===== config.mk =====
export PLATFORM = sky130hd
export DESIGN_NAME = seg_scan_decoder
export DESIGN_NICKNAME = d
export VERILOG_FILES = /design/src/rtl/seg_pkg.sv /design/src/rtl/seg_to_bcd.sv /design/src/rtl/seg_scan_decoder.sv
export SDC_FILE = /design/constraint.sdc
export NUM_CORES = 1
export LEC_CHECK = 0
export ABC_AREA = 1
export BUFFER_PORTS_ARGS = -buffer_cell sky130_fd_sc_hd__buf_2
export CORE_MARGIN = 5
export CORE_UTILIZATION = 59
export DETAILED_ROUTE_END_ITERATION = 10
export PLACE_DENSITY_LB_ADDON = 0.3
export SLEW_MARGIN = 20
export SYNTH_ARGS = -nofsm -noshare
export SYNTH_HDL_FRONTEND = slang
export SYNTH_HIERARCHICAL = 1
export SYNTH_SLANG_ARGS = --single-unit

===== constraint.sdc =====
create_clock -name clk -period 2.05 [get_ports clk]
set_clock_uncertainty 0.1 [all_clocks]
set_input_delay 0.1025 -clock clk [delete_from_list [all_inputs] [get_ports clk]]
set_output_delay 0.1025 -clock clk [all_outputs]
set_load 0.01 [all_outputs]

===== src/rtl/seg_pkg.sv =====
// seg_pkg: shared types and constants for the 7-segment scan decoder.
//   seg_t     : 7-bit active-low segment bus, bit6=a ... bit0=g
//   SEG_0..9  : legal digit patterns (active-low)
//   SEG_BLANK : all segments off
//   BCD_NONE  : code reported for blank or illegal patterns
package seg_pkg;

  typedef logic [6:0] seg_t;

  localparam seg_t SEG_0     = 7'b0000001;
  localparam seg_t SEG_1     = 7'b1001111;
  localparam seg_t SEG_2     = 7'b0010010;
  localparam seg_t SEG_3     = 7'b0000110;
  localparam seg_t SEG_4     = 7'b1001100;
  localparam seg_t SEG_5     = 7'b0100100;
  localparam seg_t SEG_6     = 7'b0100000;
  localparam seg_t SEG_7     = 7'b0001111;
  localparam seg_t SEG_8     = 7'b0000000;
  localparam seg_t SEG_9     = 7'b0000100;
  localparam seg_t SEG_BLANK = 7'b1111111;

  localparam logic [3:0] BCD_NONE = 4'hF;

endpackage


===== src/rtl/seg_to_bcd.sv =====
// seg_to_bcd: combinational decode of one active-low segment pattern.
//   seg   in  7  segment pattern (active-low)
//   code  out 4  BCD digit, BCD_NONE for blank or illegal patterns
//   blank out 1  pattern is all segments off
//   err   out 1  pattern is neither a digit nor blank
module seg_to_bcd
  import seg_pkg::*;
(
  input  seg_t       seg,
  output logic [3:0] code,
  output logic       blank,
  output logic       err
);

  always_comb begin
    code  = BCD_NONE;
    blank = 1'b0;
    err   = 1'b0;
    case (seg)
      SEG_0:     code = 4'd0;
      SEG_1:     code = 4'd1;
      SEG_2:     code = 4'd2;
      SEG_3:     code = 4'd3;
      SEG_4:     code = 4'd4;
      SEG_5:     code = 4'd5;
      SEG_6:     code = 4'd6;
      SEG_7:     code = 4'd7;
      SEG_8:     code = 4'd8;
      SEG_9:     code = 4'd9;
      SEG_BLANK: blank = 1'b1;
      default:   err = 1'b1;
    endcase
  end

endmodule


===== src/rtl/seg_scan_decoder.sv =====
// seg_scan_decoder: reads back a multiplexed active-low 7-segment bus.
// A digit is accepted once {an_i, seg_i} has been identical for
// STABLE_CYCLES cycles with exactly one anode low; when every slot has
// been accepted the whole frame is published with a one-cycle pulse.
//   clk            in   system clock
//   rst_n          in   asynchronous active-low reset
//   seg_i          in   7   segment bus, active-low, bit6=a .. bit0=g
//   an_i           in   N_DIGITS anode enables, active-low
//   digits_o       out  4*N_DIGITS BCD per slot, slot k in [4k+3:4k]
//   blank_o        out  N_DIGITS slot was blank
//   err_o          out  N_DIGITS slot showed an illegal pattern
//   frame_valid_o  out  one-cycle pulse when the outputs update
module seg_scan_decoder
  import seg_pkg::*;
#(
  parameter int N_DIGITS      = 4,
  parameter int STABLE_CYCLES = 8
) (
  input  logic                  clk,
  input  logic                  rst_n,
  input  seg_t                  seg_i,
  input  logic [N_DIGITS-1:0]   an_i,
  output logic [4*N_DIGITS-1:0] digits_o,
  output logic [N_DIGITS-1:0]   blank_o,
  output logic [N_DIGITS-1:0]   err_o,
  output logic                  frame_valid_o
);

  localparam int CNT_W = $clog2(STABLE_CYCLES + 1);
  localparam int IDX_W = (N_DIGITS > 1) ? $clog2(N_DIGITS) : 1;

  typedef enum logic {COLLECT, PUBLISH} state_t;

  function automatic logic [CNT_W-1:0] sat_inc(input logic [CNT_W-1:0] c);
    return (c == CNT_W'(STABLE_CYCLES)) ? c : c + 1'b1;
  endfunction

  logic [N_DIGITS-1:0] an_p1;
  seg_t                seg_p1;
  logic [CNT_W-1:0]    cnt_p1;

  logic                an_ok, same, cap;
  logic [IDX_W-1:0]    idx;
  logic [N_DIGITS-1:0] cap_bits;
  logic [3:0]          dec_code;
  logic                dec_blank, dec_err;

  logic [3:0]          sh_code [N_DIGITS];
  logic [N_DIGITS-1:0] sh_blank, sh_err;
  logic [N_DIGITS-1:0] seen_mask, mask_nxt;
  logic [4*N_DIGITS-1:0] digits_nxt;
  logic [N_DIGITS-1:0] blank_nxt, err_nxt;
  state_t              state;

  assign an_ok = $onehot(~an_i);
  assign same  = an_ok && (an_i == an_p1) && (seg_i == seg_p1);
  // The compare against STABLE_CYCLES-2 fires on the STABLE_CYCLES-th
  // identical cycle, and only once because the counter moves past it.
  assign cap   = same && (cnt_p1 == CNT_W'(STABLE_CYCLES - 2));

  // ---- stage p1: stability tracker ----
  always_ff @(posedge clk or negedge rst_n) begin
    if (!rst_n) begin
      an_p1  <= '1;
      seg_p1 <= SEG_BLANK;
      cnt_p1 <= '0;
    end else begin
      an_p1  <= an_i;
      seg_p1 <= seg_i;
      cnt_p1 <= same ? sat_inc(cnt_p1) : '0;
    end
  end

  // During a capture the registered value equals the live one.
  always_comb begin
    idx = '0;
    for (int k = 0; k < N_DIGITS; k++)
      if (!an_p1[k]) idx = IDX_W'(k);
  end

  assign cap_bits = cap ? ~an_p1 : '0;
  assign mask_nxt = seen_mask | cap_bits;

  seg_to_bcd u_dec (
    .seg   (seg_p1),
    .code  (dec_code),
    .blank (dec_blank),
    .err   (dec_err)
  );

  // ---- stage p2: per-slot shadows ----
  always_ff @(posedge clk or negedge rst_n) begin
    if (!rst_n) begin
      for (int k = 0; k < N_DIGITS; k++) sh_code[k] <= '0;
      sh_blank <= '0;
      sh_err   <= '0;
    end else if (cap) begin
      sh_code[idx]  <= dec_code;
      sh_blank[idx] <= dec_blank;
      sh_err[idx]   <= dec_err;
    end
  end

  // Frame contents including a capture landing on this same edge, so the
  // completing digit is published without an extra cycle of latency.
  always_comb begin
    digits_nxt = '0;
    blank_nxt  = '0;
    err_nxt    = '0;
    for (int k = 0; k < N_DIGITS; k++) begin
      if (cap && (idx == IDX_W'(k))) begin
        digits_nxt[4*k +: 4] = dec_code;
        blank_nxt[k]         = dec_blank;
        err_nxt[k]           = dec_err;
      end else begin
        digits_nxt[4*k +: 4] = sh_code[k];
        blank_nxt[k]         = sh_blank[k];
        err_nxt[k]           = sh_err[k];
      end
    end
  end

  // ---- stage p3: frame FSM and registered outputs ----
  always_ff @(posedge clk or negedge rst_n) begin
    if (!rst_n) begin
      state         <= COLLECT;
      seen_mask     <= '0;
      digits_o      <= '0;
      blank_o       <= '0;
      err_o         <= '0;
      frame_valid_o <= 1'b0;
    end else begin
      case (state)
        COLLECT: begin
          frame_valid_o <= 1'b0;
          if (&mask_nxt) begin
            digits_o      <= digits_nxt;
            blank_o       <= blank_nxt;
            err_o         <= err_nxt;
            frame_valid_o <= 1'b1;
            seen_mask     <= '0;
            state         <= PUBLISH;
          end else begin
            seen_mask <= mask_nxt;
          end
        end
        PUBLISH: begin
          // A capture here belongs to the next frame.
          frame_valid_o <= 1'b0;
          seen_mask     <= cap_bits;
          state         <= COLLECT;
        end
        default: state <= COLLECT;
      endcase
    end
  end

endmodule


Word-level counts from Yosys, hierarchy flattened:

Index checks and enable logic that the tools add are counted.

* word-level logic and storage cells: 92
* output and inout port bits: 25
* flip-flop bits (word level): 68
* bits of input ports: 13

* bitwise operators: 5
* eq/ne operators: 19
* $lt $le $gt $ge: 4
* multiplexer cells: 32
* reduce and logical (&&, ||, !) cells: 14
* add/sub/neg operators: 4

Operators with widths (number)
* $pmux W4 S10: 1
* $mux W4: 9
* $eq A7 B7 Y1 const B: 3
* $bwmux W16: 1
* $eq A7 B3 Y1 const B: 2
* $eq A7 B6 Y1 const B: 2
* $mux W1: 13
* $reduce_or A11 Y1: 1
* $logic_and A1 B1 Y1: 9
* $bwmux W4: 2
* $demux W4 S2: 1
* $not A4 Y4: 2
* $pmux W4 S2: 1
* $eq A7 B1 Y1 const B: 1
* $eq A7 B4 Y1 const B: 1
* $eq A7 B5 Y1 const B: 1
* $eq A7 B7 Y1: 1
* $logic_not A7 Y1: 1
* $reduce_and A5 Y1: 1
* $add A1 B1 Y2: 2
* $add A4 B1 Y4 const B: 1
* $eq A2 B2 Y1 const B: 2
* $eq A4 B3 Y1 const B: 1
* $eq A4 B4 Y1: 1
* other kinds (17): 18

Longest topological paths before layout:

Gate-level depths: netlist of run 1.

* depth after elaboration: 12
* mapped depth: 16

Cells and area by module:

The synthesis of run 1 kept the hierarchy.

By module, submodules not included
* seg_scan_decoder: cells each 382, times used 1, area an instance 3449.6 um^2, sequential area each 1715.4 um^2
* seg_to_bcd: cells each 72, times used 1, area an instance 306.5 um^2, sequential area each 0.0 um^2

Least setup slack after synthesis of run 1:

Ideal clock, no wire load.

* kind: input port to flip-flop
* start point: in an_i[0]
* end point: reg blank_o[1]
* buffers on the path: 1
* required time: 1830 ps
* stages: 15
* slack: -355 ps
* setup time: 120 ps
* arrival time: 2186 ps
* cell sequence: fa_1 inv_1 ha_1 ha_1 inv_1 nand3_1 nor2_1 nand2_2 nor2_4 nand4_1 nand2_1 nand2_2 buf_2 o21bai_2 nand2_1

* longest elaborated chain between the ends: 10
* elaborated cells on any way between the ends: 13

RTL lines
* from (decl): line seg_scan_decoder.sv:22 `input logic [N_DIGITS-1:0] an_i,`
* $not A4 Y4: line seg_scan_decoder.sv:55 `assign an_ok = $onehot(~an_i);`
* $add A1 B1 Y2 (not written as such): line seg_scan_decoder.sv:55
* $add A2 B2 Y3 (not written as such): line seg_scan_decoder.sv:55
* $eq A3 B1 Y1: line seg_scan_decoder.sv:55
* $logic_and A1 B1 Y1 (*) (2 in a row): line seg_scan_decoder.sv:56 `assign same = an_ok && (an_i == an_p1) && (seg_i == seg_p1);`
* $logic_and A1 B1 Y1 (*): line seg_scan_decoder.sv:59 `assign cap = same && (cnt_p1 == CNT_W'(STABLE_CYCLES - 2));`
* $mux W4: line seg_scan_decoder.sv:81 `assign cap_bits = cap ? ~an_p1 : '0;`
* $or A4 B4 Y4: line seg_scan_decoder.sv:82 `assign mask_nxt = seen_mask | cap_bits;`
* $reduce_and A5 Y1 (no source line)
* to (signal assigned): line seg_scan_decoder.sv:138 `blank_o <= blank_nxt;`
* to (decl): line seg_scan_decoder.sv:24 `output logic [N_DIGITS-1:0] blank_o,`

Mark *: on every way between the ends. The rest lies on a longest branch, timed or not.
A chain may end at the register's enable or synchronous reset.

Worst setup path in the final report of run 1:

* start point: in an_i[0]
* end point: reg digits_o[0]

* longest elaborated chain between the ends: 10
* elaborated cells on any way between the ends: 13

RTL lines
* $not A4 Y4: line seg_scan_decoder.sv:55
* $add A1 B1 Y2 (not written as such): line seg_scan_decoder.sv:55
* $add A2 B2 Y3 (not written as such): line seg_scan_decoder.sv:55
* $eq A3 B1 Y1: line seg_scan_decoder.sv:55
* $logic_and A1 B1 Y1 (*) (2 in a row): line seg_scan_decoder.sv:56
* $logic_and A1 B1 Y1 (*): line seg_scan_decoder.sv:59
* $mux W4: line seg_scan_decoder.sv:81
* $or A4 B4 Y4: line seg_scan_decoder.sv:82
* $reduce_and A5 Y1 (no source line)
* to (signal assigned): line seg_scan_decoder.sv:137 `digits_o <= digits_nxt;`
* to (decl): line seg_scan_decoder.sv:23 `output logic [4*N_DIGITS-1:0] digits_o,`

Marked as above.

==> flow_summary.json, run 1 <==
{
  "place_inst": 599,
  "slew_violations": 0,
  "synth_enable_flop_cells": 0,
  "combPwrFrac_pct": 9.8,
  "fin_crit_sh_pct": 114,
  "tightest_slew_ps": 676,
  "grt_first_pass_wirelength_mm": 15.8,
  "path_delay_family": "simple AND/OR/NAND/NOR gates",
  "drive_gt1_share_pct": 38.6,
  "ant_nets": 0,
  "worstSkewPairLatency_ps": 360,
  "gr-total-overflow": 0,
  "routedWlPerCell_um": 15.4,
  "antenna-diode-count": 0,
  "viasPerCell": 5.32,
  "layout.cells.non_filler": 644,
  "drt_first_pass_iters": 5,
  "final.setup.worst_slack_ps": -283,
  "slowest_delay_ps": 530,
  "crit_path_end_kind": "flip-flop",
  "yosys_register_bits": 68,
  "rows": 29,
  "drv_cap": 0,
  "antenna_found_initial": 0,
  "power.leakage_nw": 2.64,
  "path_class": "in2reg",
  "hold_viol": 0,
  "pwr-share-seq_pct": 48.4,
  "ys_dominant_reg_cell": "dfrtp_1",
  "cp_cell_sequence": "buf_8 > fa_1 > inv_1 > ha_2 > ha_4 > inv_4 > nand3_4 > nor2_4 > nand2_2 > nor2_4 > nand4_1 > nand2_2 > nand2_4 > nor2_8 > clkbuf_16 > nand3_1 > nand2_1",
  "routed-via-count": 3427,
  "worst-path-buf-inv": 4,
  "switching_share_pct": 27.2,
  "path_max_fanout": 11,
  "holdWs_ps": 215,
  "final_nets": 581,
  "dieArea_um2": 8060,
  "crit_slowest_cell": "fa_1",
  "vdd_drop_max_mv": 0.511,
  "yosysSeqAreaShare_pct": 45.7,
  "rsz0062_at_grt": "true",
  "grt_util_all_layers_pct": 24.1,
  "synth.cell_area_um2": 3760,
  "cts_max_path_buffers": 2,
  "portBuffers": 37,
  "setup_violations": 44,
  "p_per_area_nw_per_um2": 560,
  "htreeDepth": 3,
  "clkSinkCount": 68,
  "period_minus_slack_ps": 2330,
  "ioPinCount": 38,
  "core-area_um2": 6280,
  "netlist.area_leader.share_pct": 38.0,
  "outcome": "finished, violations left",
  "cts_tree": "done",
  "p_sw_mw": 0.768,
  "cts-root-buf": "clkbuf_8",
  "setup_tns_ps": -7620,
  "syn_area_per_cell_um2": 8.27,
  "routed_wl_mm": 9.93,
  "finalPower_mw": 2.83,
  "p_int_mw": 2.06,
  "clkPwrFrac_pct": 41.8,
  "start_util_pct": 59.8,
  "relSlewSlack_pct": 54.9,
  "drc": 0,
  "async_flop_share_pct": 100,
  "cp-start-kind": "input port",
  "yosys-top-cells-area": "dfrtp_1 38%, nand2_1 12%, dfstp_2 7.7%, o21bai_2 6.0%, inv_1 5.8%",
  "violations": "setup timing",
  "yosysWarnings": 6,
  "drt_iter0_markers": 279,
  "reg.largest.list": "digits_o x16, sh_code x16, seg_p1 x7",
  "synth_cell_type_count": 32,
  "hp-class": "in2async",
  "yosys.area.top_type": "dfrtp_1",
  "grt_max_degree": 29,
  "die_y_um": 89.8,
  "crit_arrival_ps": 2530,
  "synth_cells": 454,
  "required_ps": 2240,
  "layout-area-overhead-vs-synth_pct": 34.5,
  "dpl.hpwl_mm": 6.32,
  "cts_made_buffers": 9,
  "clock.fmax_mhz": 429,
  "grt_pass1_vias": 3372,
  "clk_pin_slew_ps": 90,
  "place_ws_ps": -625,
  "routabilityCongestion": 0.894,
  "die_w_um": 89.8,
  "synth_nets": 473
}
-- routing by layer --
metal | wire length (um) | track usage (%) | up-vias
met1 | 4070 | 29.6 | 1636
met3 | 418 | 3.92 | 26
met4 | 329 | 11.3 | 0
li1 | - | - | 1662
met2 | 5110 | 41.0 | 103
met5 | 0 | 0 | -
-- per-stage QoR --
stage               util, %  area [um2]
floorplan                 -        3810
global placement       69.7        4380
detailed placement     69.7        4380
CTS                    76.9        4830
global route           80.5        5050
finish                 80.5        5050
-- cell families after synthesis --
logic type / share of synthesized area, %
AND/OR/NAND/NOR: 33.4
buffers and inverters: 9.33
flip-flops: 45.7
AO/OA/AOI/OAI: 7.73
XOR/XNOR: 1.63
adder cells (fa/ha/maj): 2.20
-- power groups by stage --
stage | Clock [mW] | Sequential, mW | Combinational (mW)
final | 1.18 | 1.37 | 0.277
after floorplan | 0 | 1.40 | 0.110
after detailed placement | 0 | 1.39 | 0.227
after global placement | 0 | 1.39 | 0.218
after global routing | 1.24 | 1.37 | 0.308
after CTS | 1.18 | 1.37 | 0.250
-- worst register-to-register path: stages, from the launching register on --
cell	delay (ps)
dfstp_2	540
inv_1	40
nand2_1	70
nand2_1	60
nor2_1	130
nand2_1	140
nor2_4	180
nand4_1	160
nand2_2	170
nand2_4	90
nor2_8	190
clkbuf_16	190
nand3_1	70
nand2_1	70
-- cells in the mapped netlist, drive strengths merged (4+ instances only) --
master / number
nor2: 44
o21bai: 24
xnor2: 4
inv: 64
buf: 12
ha: 5
nor3: 5
nand3: 36
dfrtp: 57
a21oi: 6
nand4: 33
nand2: 143
dfstp: 11
-- layout make-up --
cell class / count / area, um2
clock inverter: 7 / 83.8
tap: 77 / 96.3
clock buffer: 9 / 124
timing repair buffer: 111 / 913
multi-input combinational: 308 / 1870
sequential: 68 / 1720
fill: 393 / 1220
inverter: 64 / 245
-- final timing paths --
path	slack, ps	end	cells after the start	startpoint
max	-280	digits_o[0]	17	an_i[0]
min	220	sh_blank[2]	2	rst_n
max reg2reg	-200	digits_o[0]	13	seg_p1[4]
min reg2reg	380	sh_blank[0]	2	sh_blank[0]
max in group asynchronous	950	an_p1[1]	3	rst_n
min in group clk	290	seen_mask[0]	7	seg_i[2]
-- cells in the final DEF (no fill, tap or decap), types with 9 or more instances in the layout --
| cell type | count |
|---|---|
| nand2_1 | 106 |
| nor2_1 | 33 |
| buf_4 | 49 |
| dlygate4sd3_1 | 12 |
| nand3_1 | 25 |
| nand4_1 | 33 |
| dfrtp_1 | 57 |
| clkbuf_8 | 9 |
| nand2_2 | 32 |
| o21bai_2 | 18 |
| inv_1 | 55 |
| dfstp_2 | 11 |
| buf_2 | 36 |
-- repair_timing --
item,CTS,global route
buffers inserted,12,4
hold endpoints to repair,26,0
resized for setup,9,41
hold buffers,12,0
cloned,0,2
endpoints found under the setup margin,29,53
pin swaps,4,30
Note: power is estimated with default switching activity, not from simulation.
==> run 2: changes to the inputs <==
--- a/config.mk
+++ b/config.mk
@@ -10,7 +10,7 @@
 export CORE_MARGIN = 5
 export CORE_UTILIZATION = 59
 export DETAILED_ROUTE_END_ITERATION = 10
-export PLACE_DENSITY_LB_ADDON = 0.3
+export PLACE_DENSITY = 0.8
 export SLEW_MARGIN = 20
 export SYNTH_ARGS = -nofsm -noshare
 export SYNTH_HDL_FRONTEND = slang
==> run 2 against run 1 <==
Compared with the run above:
- the run still ends with setup timing left
- fmax increased by 0.58%
- non-clock buffer count decreased by 6
- count of clock-buffer cells in the layout unchanged
- cell count decreased by 0.78%
- critical endpoint is now seen_mask[1]
- highest routed layer unchanged
==> flow_summary.json, run 2 (same netlist as run 1, synthesis figures left out) <==
{
  "final_common_cell": "nand2_1",
  "ant_nets": 0,
  "crit_slowest_cell": "fa_1",
  "final_nets": 577,
  "place_inst": 589,
  "power.leakage_nw": 2.61,
  "gr-total-overflow": 0,
  "clk_pin_slew_ps": 80,
  "cts_max_path_buffers": 2,
  "htreeDepth": 3,
  "grt_max_degree": 69,
  "rsz0062_at_grt": "true",
  "p_per_area_nw_per_um2": 576,
  "antenna-diode-count": 0,
  "grt_pass1_vias": 3302,
  "stdcell_area_um2": 4920,
  "worstSkewPairLatency_ps": 360,
  "cp_cell_sequence": "buf_8 > fa_1 > inv_1 > ha_2 > ha_4 > inv_2 > nand3_2 > nor2_2 > nand2_2 > nor2_4 > nand4_1 > nand2_2 > nand3_4 > buf_12 > nor2_4 > a21oi_2",
  "drc": 0,
  "grt_util_all_layers_pct": 22.7,
  "drv_cap": 0,
  "routed_wl_mm": 9.89,
  "tightest_slew_ps": 368,
  "drt_iter0_markers": 424,
  "portBuffers": 37,
  "most-common-layout-cells": "118 x nand2_1, 57 x inv_1, 57 x dfrtp_1",
  "final.setup.worst_slack_ps": -270,
  "outcome": "finished, violations left",
  "setup_violations": 41,
  "setup_tns_ps": -6930,
  "vdd_drop_max_mv": 0.428,
  "fillers": 393,
  "crit_path_end_kind": "flip-flop",
  "dpl.hpwl_mm": 5.96,
  "cts-root-buf": "clkbuf_8",
  "antenna_found_initial": 0,
  "routedWlPerCell_um": 15.5,
  "clock.fmax_mhz": 431,
  "r2r_cells": 12,
  "ioPinCount": 38,
  "crit_arrival_ps": 2460,
  "slew_violations": 0,
  "layout-area-overhead-vs-synth_pct": 31.1,
  "relSlewSlack_pct": 75.5,
  "hp-class": "in2async",
  "die_y_um": 89.8,
  "cp-start-kind": "input port",
  "path_max_fanout": 5,
  "reg.largest.list": "digits_o x16, sh_code x16, seg_p1 x7",
  "period_minus_slack_ps": 2320,
  "path_delay_family": "simple AND/OR/NAND/NOR gates",
  "cts_tree": "done",
  "core-area_um2": 6280,
  "reg2reg_from": "seg_p1[0]",
  "dieArea_um2": 8060,
  "routed-via-count": 3519,
  "slowest_delay_ps": 530,
  "layout.cells.non_filler": 639,
  "routabilityCongestion": 0.899,
  "worst-path-buf-inv": 4,
  "r2r_setup_slack_ps": -190,
  "viasPerCell": 5.51,
  "start_util_pct": 59.8,
  "drt_first_pass_iters": 5,
  "rows": 29,
  "required_ps": 2190,
  "hold_viol": 0,
  "violations": "setup timing",
  "grt_first_pass_wirelength_mm": 15.1,
  "drive_gt1_share_pct": 34.7,
  "placed_cell_area_um2": 4290,
  "r2r_end": "seen_mask[1]",
  "die_w_um": 89.8,
  "fin_crit_sh_pct": 113,
  "cts_made_buffers": 9,
  "clkSinkCount": 68,
  "path_class": "in2reg",
  "place_ws_ps": -585
}
run 2: how the worst max path moves through the flow:
stage | start | end | slack [ps] | cells past startpoint
after CTS | an_i[0] | digits_o[5] | -130 | 16
after global placement | an_i[0] | blank_o[0] | -540 | 16
after floorplan | an_i[0] | blank_o[1] | -260 | 15
after detailed placement | an_i[0] | digits_o[5] | -590 | 16
final | an_i[0] | seen_mask[1] | -270 | 16
after global routing | an_i[0] | digits_o[3] | -430 | 16
run 2: cell type report:
type                       count  area, um2  area share, %
clock buffer                   9        124           2.52
clock inverter                 6       88.8           1.80
inverter                      64        240           4.88
multi-input combinational    310       1810           36.8
sequential                    68       1720           34.8
tap                           77       96.3           1.96
timing repair buffer         105        847           17.2
run 2: metrics by stage:
step           util, %  hold slack [ps]  total power, mW
2_1_floorplan        -             -293             1.51
3_3_place_gp      68.3             51.3             1.61
3_5_place_dp      68.3             48.8             1.61
4_1_cts           75.8              208             2.83
5_1_grt           78.5              271             2.93
6_report          78.5              198             2.83
run 2: where the power goes:
| group | total (mW) | internal, mW | switching (mW) |
|---|---|---|---|
| registers | 1.37 | 1.36 | 0.00886 |
| clock network | 1.22 | 0.680 | 0.539 |
| logic | 0.246 | 0.100 | 0.146 |
| total | 2.83 | 2.14 | 0.694 |
run 2: tightest hold or removal path, delay by kind of cell:
| family | cells | cell delay (ps) |
|---|---|---|
| buffers and inverters | 3 | 950 |
run 2: what timing repair did:
item,in CTS,in global routing
endpoints found under the setup margin,28,50
buffers inserted,8,10
resized for setup,7,18
pin swaps,7,16
endpoints found under the hold margin,79,0
hold buffers,12,0
gates cloned,2,3
run 2: routing by layer:
metal	GRT usage [%]	vias up	part of all wire, %
met5	0	-	0
met4	10.3	0	3.5
met3	4.17	41	6.1
met2	37.3	144	50
met1	29.2	1678	40
li1	-	1656	-
